<file path="config.mk">
export PLATFORM = sky130hd
export DESIGN_NAME = led_blink_ctrl
export DESIGN_NICKNAME = d
export VERILOG_FILES = /design/src/rtl/led_blink_pkg.sv /design/src/rtl/led_blink_chan.sv /design/src/rtl/led_blink_ctrl.sv
export SDC_FILE = /design/constraint.sdc
export NUM_CORES = 1
export LEC_CHECK = 0
export ABC_AREA = 1
export CAP_MARGIN = 10
export CORE_MARGIN = 10
export CORE_UTILIZATION = 24
export CTS_CLUSTER_SIZE = 14
export DETAILED_ROUTE_END_ITERATION = 12
export PLACE_DENSITY = 0.5
export SYNTH_ARGS = -nofsm -noshare
export SYNTH_HDL_FRONTEND = slang
export SYNTH_SLANG_ARGS = --single-unit
</file>
<file path="constraint.sdc">
create_clock -name clk -period 4.4 [get_ports clk]
set_input_delay 0.88 -clock clk [delete_from_list [all_inputs] [get_ports clk]]
set_output_delay 0.88 -clock clk [all_outputs]
set_load 0.05 [all_outputs]
</file>
<file path="src/rtl/led_blink_pkg.sv">
`default_nettype none
// ============================================================================
//  Module      : led_blink_pkg
//  Description : Shared types, mode encodings and helpers for the
//                multi-channel LED blink controller.
//                Optional macro LED_BLINK_ACTIVE_LOW_EN selects inverted
//                (active-low) LED pin polarity.
//  Revision    : 1.0 - initial release
// ============================================================================
package led_blink_pkg;

    typedef enum logic [1:0] {
        LED_OFF     = 2'b00,
        LED_ON      = 2'b01,
        LED_BLINK   = 2'b10,
        LED_ONESHOT = 2'b11
    } led_mode_e;

    localparam logic [1:0] c_MODE_OFF     = 2'b00;
    localparam logic [1:0] c_MODE_ON      = 2'b01;
    localparam logic [1:0] c_MODE_BLINK   = 2'b10;
    localparam logic [1:0] c_MODE_ONESHOT = 2'b11;

    // Widest counter supported by the helper below.
    localparam int c_MAX_CNT_W = 64;

    // Pin polarity: XORed into every value loaded into the LED output flop.
`ifdef LED_BLINK_ACTIVE_LOW_EN
    localparam logic c_LED_INV = 1'b1;
`else
    localparam logic c_LED_INV = 1'b0;
`endif

    // Effective half-period: a programmed zero behaves as one cycle.
    function automatic logic [c_MAX_CNT_W-1:0] led_heff(input logic [c_MAX_CNT_W-1:0] half);
        return (half == '0) ? c_MAX_CNT_W'(1) : half;
    endfunction

endpackage : led_blink_pkg
`default_nettype wire

</file>
<file path="src/rtl/led_blink_chan.sv">
`default_nettype none
// ============================================================================
//  Module      : led_blink_chan
//  Description : One LED channel: mode register, half-period register,
//                cycle counter, registered LED pin and transition tick.
//                Pin polarity follows LED_BLINK_ACTIVE_LOW_EN via the package.
//  Revision    : 1.0 - initial release
// ============================================================================
module led_blink_chan
    import led_blink_pkg::*;
#(
    parameter int               CNT_W    = 24,
    parameter logic [CNT_W-1:0] RST_HALF = '0
) (
    input  logic             clk,
    input  logic             rst,
    input  logic             wr_i,
    input  logic [1:0]       mode_i,
    input  logic [CNT_W-1:0] half_i,
    output logic             led_o,
    output logic             tick_o
);

    led_mode_e        mode_q, mode_d;
    logic [CNT_W-1:0] half_q, half_d;
    logic [CNT_W-1:0] cnt_q,  cnt_d;
    logic             led_q,  led_d;   // holds the pin level (polarity applied)
    logic             tick_q, tick_d;

    logic [CNT_W-1:0] w_last;
    logic             w_term;

    // Terminal count is heff-1; ">=" keeps the counter from ever running past it.
    assign w_last = CNT_W'(led_heff(c_MAX_CNT_W'(half_q)) - c_MAX_CNT_W'(1));
    assign w_term = (cnt_q >= w_last);

    // State registers; reset restarts the channel in BLINK with its default half-period.
    always_ff @(posedge clk) begin
        if (rst) begin
            mode_q <= LED_BLINK;
            half_q <= RST_HALF;
            cnt_q  <= '0;
            led_q  <= c_LED_INV;
            tick_q <= 1'b0;
        end else begin
            mode_q <= mode_d;
            half_q <= half_d;
            cnt_q  <= cnt_d;
            led_q  <= led_d;
            tick_q <= tick_d;
        end
    end

    // Next-state: a write restarts the channel, otherwise the mode drives the counter.
    always_comb begin
        mode_d = mode_q;
        half_d = half_q;
        cnt_d  = cnt_q;
        led_d  = led_q;
        tick_d = 1'b0;

        if (wr_i) begin
            mode_d = led_mode_e'(mode_i);
            half_d = half_i;
            cnt_d  = '0;
            led_d  = ((mode_i == c_MODE_ON) || (mode_i == c_MODE_ONESHOT)) ^ c_LED_INV;
        end else begin
            case (mode_q)
                LED_BLINK: begin
                    if (w_term) begin
                        cnt_d  = '0;
                        led_d  = ~led_q;
                        tick_d = 1'b1;
                    end else begin
                        cnt_d  = cnt_q + CNT_W'(1);
                    end
                end
                LED_ONESHOT: begin
                    if (w_term) begin
                        cnt_d  = '0;
                        led_d  = c_LED_INV;
                        tick_d = 1'b1;
                        mode_d = LED_OFF;
                    end else begin
                        cnt_d  = cnt_q + CNT_W'(1);
                    end
                end
                default: begin
                    // OFF and ON hold their level with the counter parked.
                    cnt_d = '0;
                end
            endcase
        end
    end

    assign led_o  = led_q;
    assign tick_o = tick_q;

endmodule : led_blink_chan
`default_nettype wire

</file>
<file path="src/rtl/led_blink_ctrl.sv">
`default_nettype none
// ============================================================================
//  Module      : led_blink_ctrl
//  Description : Multi-channel LED blink controller. Decodes the write-strobe
//                configuration port into per-channel enables and instantiates
//                one led_blink_chan per channel.
//                Optional macro LED_BLINK_ACTIVE_LOW_EN inverts led_out.
//  Revision    : 1.0 - initial release
// ============================================================================
module led_blink_ctrl
    import led_blink_pkg::*;
#(
    parameter int          NUM_CH       = 2,
    parameter int          CNT_W        = 24,
    parameter int unsigned DEFAULT_HALF = 5_000_000
) (
    input  logic                                            clk,
    input  logic                                            rst,
    input  logic                                            cfg_we,
    input  logic [((NUM_CH > 1) ? $clog2(NUM_CH) : 1)-1:0]  cfg_ch,
    input  logic [1:0]                                      cfg_mode,
    input  logic [CNT_W-1:0]                                cfg_half,
    output logic [NUM_CH-1:0]                               led_out,
    output logic [NUM_CH-1:0]                               tick
);

    generate
        for (genvar k = 0; k < NUM_CH; k++) begin : g_ch
            // Channel k defaults to DEFAULT_HALF << k, truncated to the counter width.
            localparam logic [c_MAX_CNT_W-1:0] c_FULL_HALF = c_MAX_CNT_W'(DEFAULT_HALF) << k;
            localparam logic [CNT_W-1:0]       c_RST_HALF  = c_FULL_HALF[CNT_W-1:0];

            logic w_wr;

            // Out-of-range channel indices match no instance and are dropped.
            assign w_wr = cfg_we && (32'(cfg_ch) == k);

            led_blink_chan #(
                .CNT_W    (CNT_W),
                .RST_HALF (c_RST_HALF)
            ) u_chan (
                .clk    (clk),
                .rst    (rst),
                .wr_i   (w_wr),
                .mode_i (cfg_mode),
                .half_i (cfg_half),
                .led_o  (led_out[k]),
                .tick_o (tick[k])
            );
        end
    endgenerate

endmodule : led_blink_ctrl
`default_nettype wire

</file>
==> out/metrics.yaml, run 1 <==
run_status:
  status: "finished, final reports clean"
min_path:
  worstHoldPathType: "flop to flop"
global_routing:
  grt_max_degree: 45
  grt_overflow_total: 0
  grt_pass1_vias: 5612
  grt_pass1_wl_um: 28200
  antenna_found_initial: 0
  grt_use_total_pct: 10.2
critical_path:
  cp-start-kind: "flop"
  worst_setup_path_end_kind: "flop"
  crit_type: "flop to flop"
  cp.required_ns: 4.68
  critical_path_arrival_ns: 4.18
  crit_fanout: 24
power_and_ir_drop:
  power.leakage_nw: 3.23
  worst_ir_drop_vdd_mv: 0.165
  power_density_nw_per_um2: 283
floorplan:
  dieWidth_um: 185
  io_pins: 34
  die_y_um: 185
  initial_core_util_pct: 24.4
  dieArea_um2: 34400
  placementRows: 60
  core_um2: 27000
clock_network:
  cts_buffer_depth: 2
  clkLatencyLatePin_ns: 0.35
  cts_sinks: 104
  htreeDepth: 3
  cts_tree: "built"
  numCtsBuffers: 9
  path_clk_slew_ns: 0.08
  cts-root-buf: "clkbuf_16"
synth:
  synthSimpleGateAreaFrac_pct: 34.1
  syn_inst: 949
  syn_nets: 1031
  yosys_warnings: 0
  synth-xor-area-share_pct: 8.67
  synth_top_family_by_area: "simple AND/OR/NAND/NOR gates"
  syn_avg_cell_area_um2: 6.92
  ys_top_cells_by_area: "dfxtp_1, nand2_1, nor2_1"
  synth_top_area_share_pct: 31.7
  muxShareOfSynthArea_pct: 0
  synth_compound_area_share_pct: 8.04
  synth_top_cell_by_area: "dfxtp_1"
  ys_seq_area_share_pct: 31.7
  netlist_area_um2: 6570
  yosys_register_bits: 104
  synth_cell_types: 38
  synth_adder_area_share_pct: 9.90
place:
  dpl.hpwl_um: 13500
  gp_congestion: 0.910
  io_buffers: 33
route:
  drtPass1Iterations: 6
  postRouteWirelength_um: 17000
  ant_nets: 0
  drtIter0Drc: 249
  drc: 0
  via_count: 5748
  vias_per_cell: 4.36
  wire_per_inst_um: 12.9
layout:
  multi_input_area_um2: 4000
  fin_util_pct: 28.0
  regArea_um2: 2080
  diodes: 0
  nFillCells: 2935
  syn_to_final_growth_pct: 14.9
  fin_nets: 1056
  drive_above_1_share_pct: 4.81
sta:
  max_slew_margin_pct: 41.4
  finalSetupTns_ns: 0
  fin_crit_sh_pct: 88.8
  rsz0062_at_grt: "false"
  worst_pin_slew_ns: 0.878
  fin_worst_skew_ns: 0.0130
  fmax_mhz: 256
  hold_viol: 0
  min_period_ns: 3.91
  final_max_slew_viol_count: 0
  setup_violations: 0
flow_run:
  max_cap_viol_count: 0
==> worst max-delay path, stage by stage (launching register included) <==
cell and delay (ns):
dfxtp_1 0.44, nor2_1 0.07, nand2_1 0.13, nor2_1 0.09
nand3_1 0.14, nand2_1 0.09, inv_1 0.15, ha_1 0.23
nand3_2 0.13, nor3_2 0.30, nand3_1 0.23, nor3_1 0.22
xor2_1 0.22, ha_1 0.26, nand2_1 0.06, inv_1 0.05
nand2_1 0.06, nand2_1 0.04, nand2_1 0.05, nand2_1 0.05
a21oi_1 0.22, nand4_1 0.14, buf_4 0.25, nor3b_1 0.19
==> per-stage QoR <==
step | power (mW) | std cells | hold slack (ns) | cell area (µm²) | setup slack (ns)
final | 2.14 | 1319 | 0.469 | 7550 | 0.493
after global routing | 2.27 | 1319 | 0.485 | 7550 | 0.00932
after CTS | 2.18 | 1319 | 0.468 | 7540 | 0.289
after detailed placement | 1.35 | 1304 | 0.457 | 7250 | 0.310
after global placement | 1.35 | 1304 | 0.457 | 7250 | 0.357
after floorplan | 1.24 | 949 | 0.433 | 6570 | 1.15
==> power breakdown <==
group / total [mW] / switching (mW) / internal [mW]
clock: 0.813 / 0.371 / 0.442
combinational: 0.311 / 0.192 / 0.119
sequential: 1.02 / 0.0395 / 0.977
total: 2.14 / 0.603 / 1.54
==> synth_stat cells <==
master,n
nor3_4,1
or2_1,1
and3_1,2
nand3_1,39
o21bai_1,4
a21oi_1,45
nor2_8,1
o21ai_0,38
nand2_4,1
xor2_1,42
nor4_1,9
nand3b_1,2
nand2_1,198
ha_1,52
o31ai_1,1
dfxtp_1,104
clkbuf_1,15
xnor2_1,23
nor3_2,5
inv_2,2
and2_1,1
nand3_2,4
nor2_2,4
a21o_1,4
nor3_1,21
o211ai_1,6
nand2_2,2
inv_1,102
or2_2,2
nor2_4,4
nor2_1,176
buf_4,4
nand4_1,23
buf_2,4
clkinv_1,1
nor3b_1,2
nand3_4,2
or2_0,2
==> state kept, by name, summed over array words and instances, names as in the netlist <==
name / flops
g_ch.u_chan.cnt_q: 48
g_ch.u_chan.half_q: 48
g_ch.u_chan.mode_q: 4
g_ch.u_chan.led_o: 2
g_ch.u_chan.tick_o: 2
==> area by class of cell <==
| cell class | instances | area share [%] |
|---|---|---|
| sequential | 104 | 27.6 |
| clock inverter | 6 | 0.878 |
| clock buffer | 9 | 2.98 |
| timing repair buffer | 37 | 4.77 |
| multi-input combinational | 717 | 52.9 |
| tap | 341 | 5.65 |
| inverter | 105 | 5.22 |
==> cell families (layout without fill, tap and decap cells) <==
group                      after synthesis  after routing
AOI/OAI and AO/OA                       98             98
xor gates and xnor gates                65             65
adders and majority gates               52             52
buffers and inverters                  128            157
DFF                                    104            104
and+or+nand+nor                        502            502
==> per-layer routing <==
layer / vias up / wire [µm] / GRT usage, %
met3: 27 / 327 / 1.91
met1: 2572 / 8010 / 12.7
met4: 0 / 268 / 2.60
met2: 52 / 8350 / 17.7
li1: 3097 / - / -
met5: - / 0 / 0
==> worst paths after layout <==
kind                                          startpoint  cells past startpoint                       end  slack, ns
worst max-delay path            g_ch[0].u_chan.half_q[4]                     23   g_ch[0].u_chan.cnt_q[2]       0.49
worst min register to register  g_ch[1].u_chan.mode_q[0]                      2  g_ch[1].u_chan.mode_q[0]       0.47
worst min-delay path            g_ch[1].u_chan.mode_q[0]                      2  g_ch[1].u_chan.mode_q[0]       0.47
worst max register to register  g_ch[0].u_chan.half_q[4]                     23   g_ch[0].u_chan.cnt_q[2]       0.49
==> repair_timing <==
item / in CTS / in global routing
hold buffers: 0 / 0
setup endpoints to repair: 0 / 24
buffers inserted: 0 / 0
resized for setup: 0 / 1
hold endpoints to repair: 0 / 0
==> layout by cell type, fill, tap and decap left out, drive strengths merged <==
cell	count
and3	2
nor4	9
a21o	4
nand3b	2
or2	5
ha	52
nor2	185
nor3b	2
clkinv	4
xnor2	23
nand3	45
nand2	201
bufinv	1
xor2	42
and2	1
nand4	23
o21ai	38
clkdlybuf4s50	33
inv	106
o211ai	6
o31ai	1
o21bai	4
a21oi	45
clkbuf	9
dfxtp	104
nor3	27
buf	4
(Power assumes the default switching activity.)
==> inputs of run 2 (changes only) <==
SYNTH_HIERARCHICAL = 1   (was not set)
==> run 2 against run 1 <==
Worst setup slack improved by 0.090 ns. Register-to-register slack improved by 0.09 ns. Area after synthesis increased by 3.7%. Combinational power is 5% higher. Flip-flop and latch count did not move. Cell area increased by 4.3%. Synthesized cell count is 2.8% higher. Critical path depth up 2. Maximum frequency is 2.4% higher. Clock skew is 0.0075 ns higher. Via count is 5.2% higher. Largest cell class unchanged.
==> out/metrics.yaml, run 2 <==
sta:
  min_period_ns: 3.82  # was 3.91 ns
  fmax_mhz: 262  # was 256 MHz
  max_slew_margin_pct: 48.9  # was 41.4%
  hold_viol: 0  # unchanged
  fin_crit_sh_pct: 86.7  # was 88.8%
  fin_worst_skew_ns: 0.0205  # was 0.0130 ns
  rsz0062_at_grt: "false"  # unchanged
  finalSetupTns_ns: 0  # unchanged
  worst_pin_slew_ns: 0.766  # was 0.878 ns
  final_max_slew_viol_count: 0  # unchanged
  whs_ns: 0.464  # was 0.469 ns
  fin_ws_ns: 0.584  # was 0.493 ns
  setup_violations: 0  # unchanged
layout:
  drive_above_1_share_pct: 11.0  # was 4.81%
  final_common_cell: "nand2_1"  # unchanged
  fin_nets: 1090  # was 1,056
  fin_util_pct: 28.2  # was 28.0%
  top_regs: "g_ch.u_chan/cnt_q x48, g_ch.u_chan/half_q x48, g_ch.u_chan/mode_q x4"  # was g_ch.u_chan.cnt_q x48, g_ch.u_chan.half_q x48, g_ch.u_chan.mode_q x4
  final_cells: 1390  # was 1,319
  syn_to_final_growth_pct: 15.6  # was 14.9%
  diodes: 0  # unchanged
  final_cell_mix: "nand2_1, nor2_1, dfxtp_1"  # unchanged
  postLayoutCellArea_um2: 7880  # was 7550 µm²
floorplan:
  initial_core_util_pct: 24.4  # about the same
  dieArea_um2: 35500  # was 34,400 µm²
  dieWidth_um: 189  # was 185 µm
  io_pins: 34  # unchanged
  placementRows: 61  # was 60
  core_um2: 27900  # was 27,000 µm²
  die_y_um: 189  # was 185 µm
flow_run:
  max_cap_viol_count: 0  # unchanged
clock_network:
  numCtsBuffers: 9  # unchanged
  cts_tree: "built"  # unchanged
  post_cts_buffers: 0  # unchanged
  clkLatencyLatePin_ns: 0.37  # was 0.35 ns
  cts_resized: 0  # unchanged
  cts_hold_buf: 0  # unchanged
  cts_sinks: 104  # unchanged
  path_clk_slew_ns: 0.09  # was 0.08 ns
  cts_buffer_depth: 2  # unchanged
  cts-root-buf: "clkbuf_16"  # unchanged
  htreeDepth: 3  # unchanged
synth:
  synth_top_cell_by_area: "dfxtp_1"  # unchanged
  netlist_area_um2: 6810  # was 6570 µm²
  synthFlopType: "dfxtp_1"  # unchanged
  synth_top_area_share_pct: 30.6  # was 31.7%
  yosys_warnings: 6  # was 0
  syn_nets: 1058  # was 1,031
  synth.most_common_cell: "nand2_1"  # unchanged
  ys_top_cells_by_area: "dfxtp_1, nand2_1, ha_1"  # was dfxtp_1, nand2_1, nor2_1
  yosys_register_bits: 104  # unchanged
  syn_inst: 976  # was 949
  synth_edf_count: 0  # unchanged
  ys_seq_area_share_pct: 30.6  # was 31.7%
  synthArstFlopShare_pct: 0  # unchanged
  synth_cell_types: 33  # was 38
  syn_avg_cell_area_um2: 6.98  # was 6.92 µm²
  synthTopCellsByCount: "nand2_1, nor2_1, dfxtp_1"  # unchanged
power_and_ir_drop:
  worst_ir_drop_vdd_mv: 0.158  # was 0.165 mV
  power.leakage_nw: 3.30  # was 3.23 nW
  power_density_nw_per_um2: 274  # was 283 nW/µm²
  total_power_mw: 2.16  # was 2.14 mW
route:
  ant_nets: 0  # unchanged
  drc: 0  # unchanged
  drtPass1Iterations: 5  # was 6
  postRouteWirelength_um: 18700  # was 17,000 µm
  via_count: 6049  # was 5,748
  vias_per_cell: 4.35  # was 4.36
  drtIter0Drc: 390  # was 249
  wire_per_inst_um: 13.5  # was 12.9 µm
global_routing:
  grt_max_degree: 32  # was 45
  grt_overflow_total: 0  # unchanged
  antenna_found_initial: 0  # unchanged
  grt_pass1_wl_um: 31000  # was 28,200 µm
  grt_use_total_pct: 10.8  # was 10.2%
  grt_pass1_vias: 5891  # was 5,612
critical_path:
  crit_top_cell: "nand2_1"  # unchanged
  critPathBufInv: 3  # unchanged
  critical_path_arrival_ns: 4.10  # was 4.18 ns
  slowest_stage: "dfxtp_1"  # unchanged
  crit_fanout: 24  # unchanged
  path_delay_family: "simple AND/OR/NAND/NOR gates"  # unchanged
  cp-start-kind: "flop"  # unchanged
  crit_type: "flop to flop"  # unchanged
  worst_setup_path_end_kind: "flop"  # unchanged
  cp.required_ns: 4.68  # about the same
  critPathMaxStageDelay_ns: 0.48  # was 0.44 ns
run_status:
  status: "finished, final reports clean"  # unchanged
place:
  pre_cts_ws_ns: 0.557  # was 0.310 ns
  io_buffers: 33  # unchanged
  gp_congestion: 0.847  # was 0.910
  place_inst: 1375  # was 1,304
  dpl.hpwl_um: 15000  # was 13,500 µm
  post_dp_cell_area_um2: 7590  # was 7250 µm²
min_path:
  worstHoldPathType: "flop to flop"  # unchanged
==> run 2: changes by cell type in the layout (fill, tap and decap cells not counted), sizes merged, moves of 4 or more <==
cell,change
a21oi,+9
inv,+6
nand2,+10
nand3,+12
nand4,+5
nor2,+4
nor3,-5
o211ai,-6
xnor2,+5
xor2,-8
==> run 2: area by class of cell <==
class	instances	area, µm²
multi-input cells	746	4250
well taps	378	473
flip-flops and latches	104	2080
inverters	108	405
repair buffers	39	375
fillers	3132	20100
clock buffers	9	225
clock inverters	6	62.6
==> run 2: tightest hold or removal path, stage by stage (launching register included) <==
cell	delay, ns
dfxtp_1	0.32
nand2_1	0.06
a21oi_1	0.05
==> run 2: path summary, 6_finish.rpt <==
path | slack [ns] | depth (start not counted) | startpoint | end
max | 0.58 | 25 | g_ch[0].u_chan/half_q[4] | g_ch[0].u_chan/cnt_q[19]
min | 0.46 | 2 | g_ch[1].u_chan/mode_q[0] | g_ch[1].u_chan/mode_q[0]
max reg2reg | 0.58 | 25 | g_ch[0].u_chan/half_q[4] | g_ch[0].u_chan/cnt_q[19]
min reg2reg | 0.46 | 2 | g_ch[1].u_chan/mode_q[0] | g_ch[1].u_chan/mode_q[0]
==> run 2: layer usage <==
layer  part of all wire, %  track usage [%]
met1                    49             14.0
met4                   2.4             4.18
met5                     0                0
met2                    46             17.3
met3                   2.5             1.98
==> run 2: power by group <==
part | total, mW | switching (mW) | internal (mW)
registers | 1.02 | 0.0435 | 0.977
logic | 0.327 | 0.203 | 0.124
clock network | 0.813 | 0.416 | 0.398
==> run 2: cell families after synthesis <==
family | count (synthesis) | share of synthesized area (%)
and+or+nand+nor | 529 | 36.8
buffers and inverters | 126 | 7.01
DFF | 104 | 30.6
AOI/OAI and AO/OA | 103 | 8.08
xor gates and xnor gates | 62 | 7.97
adders and majority gates | 52 | 9.55
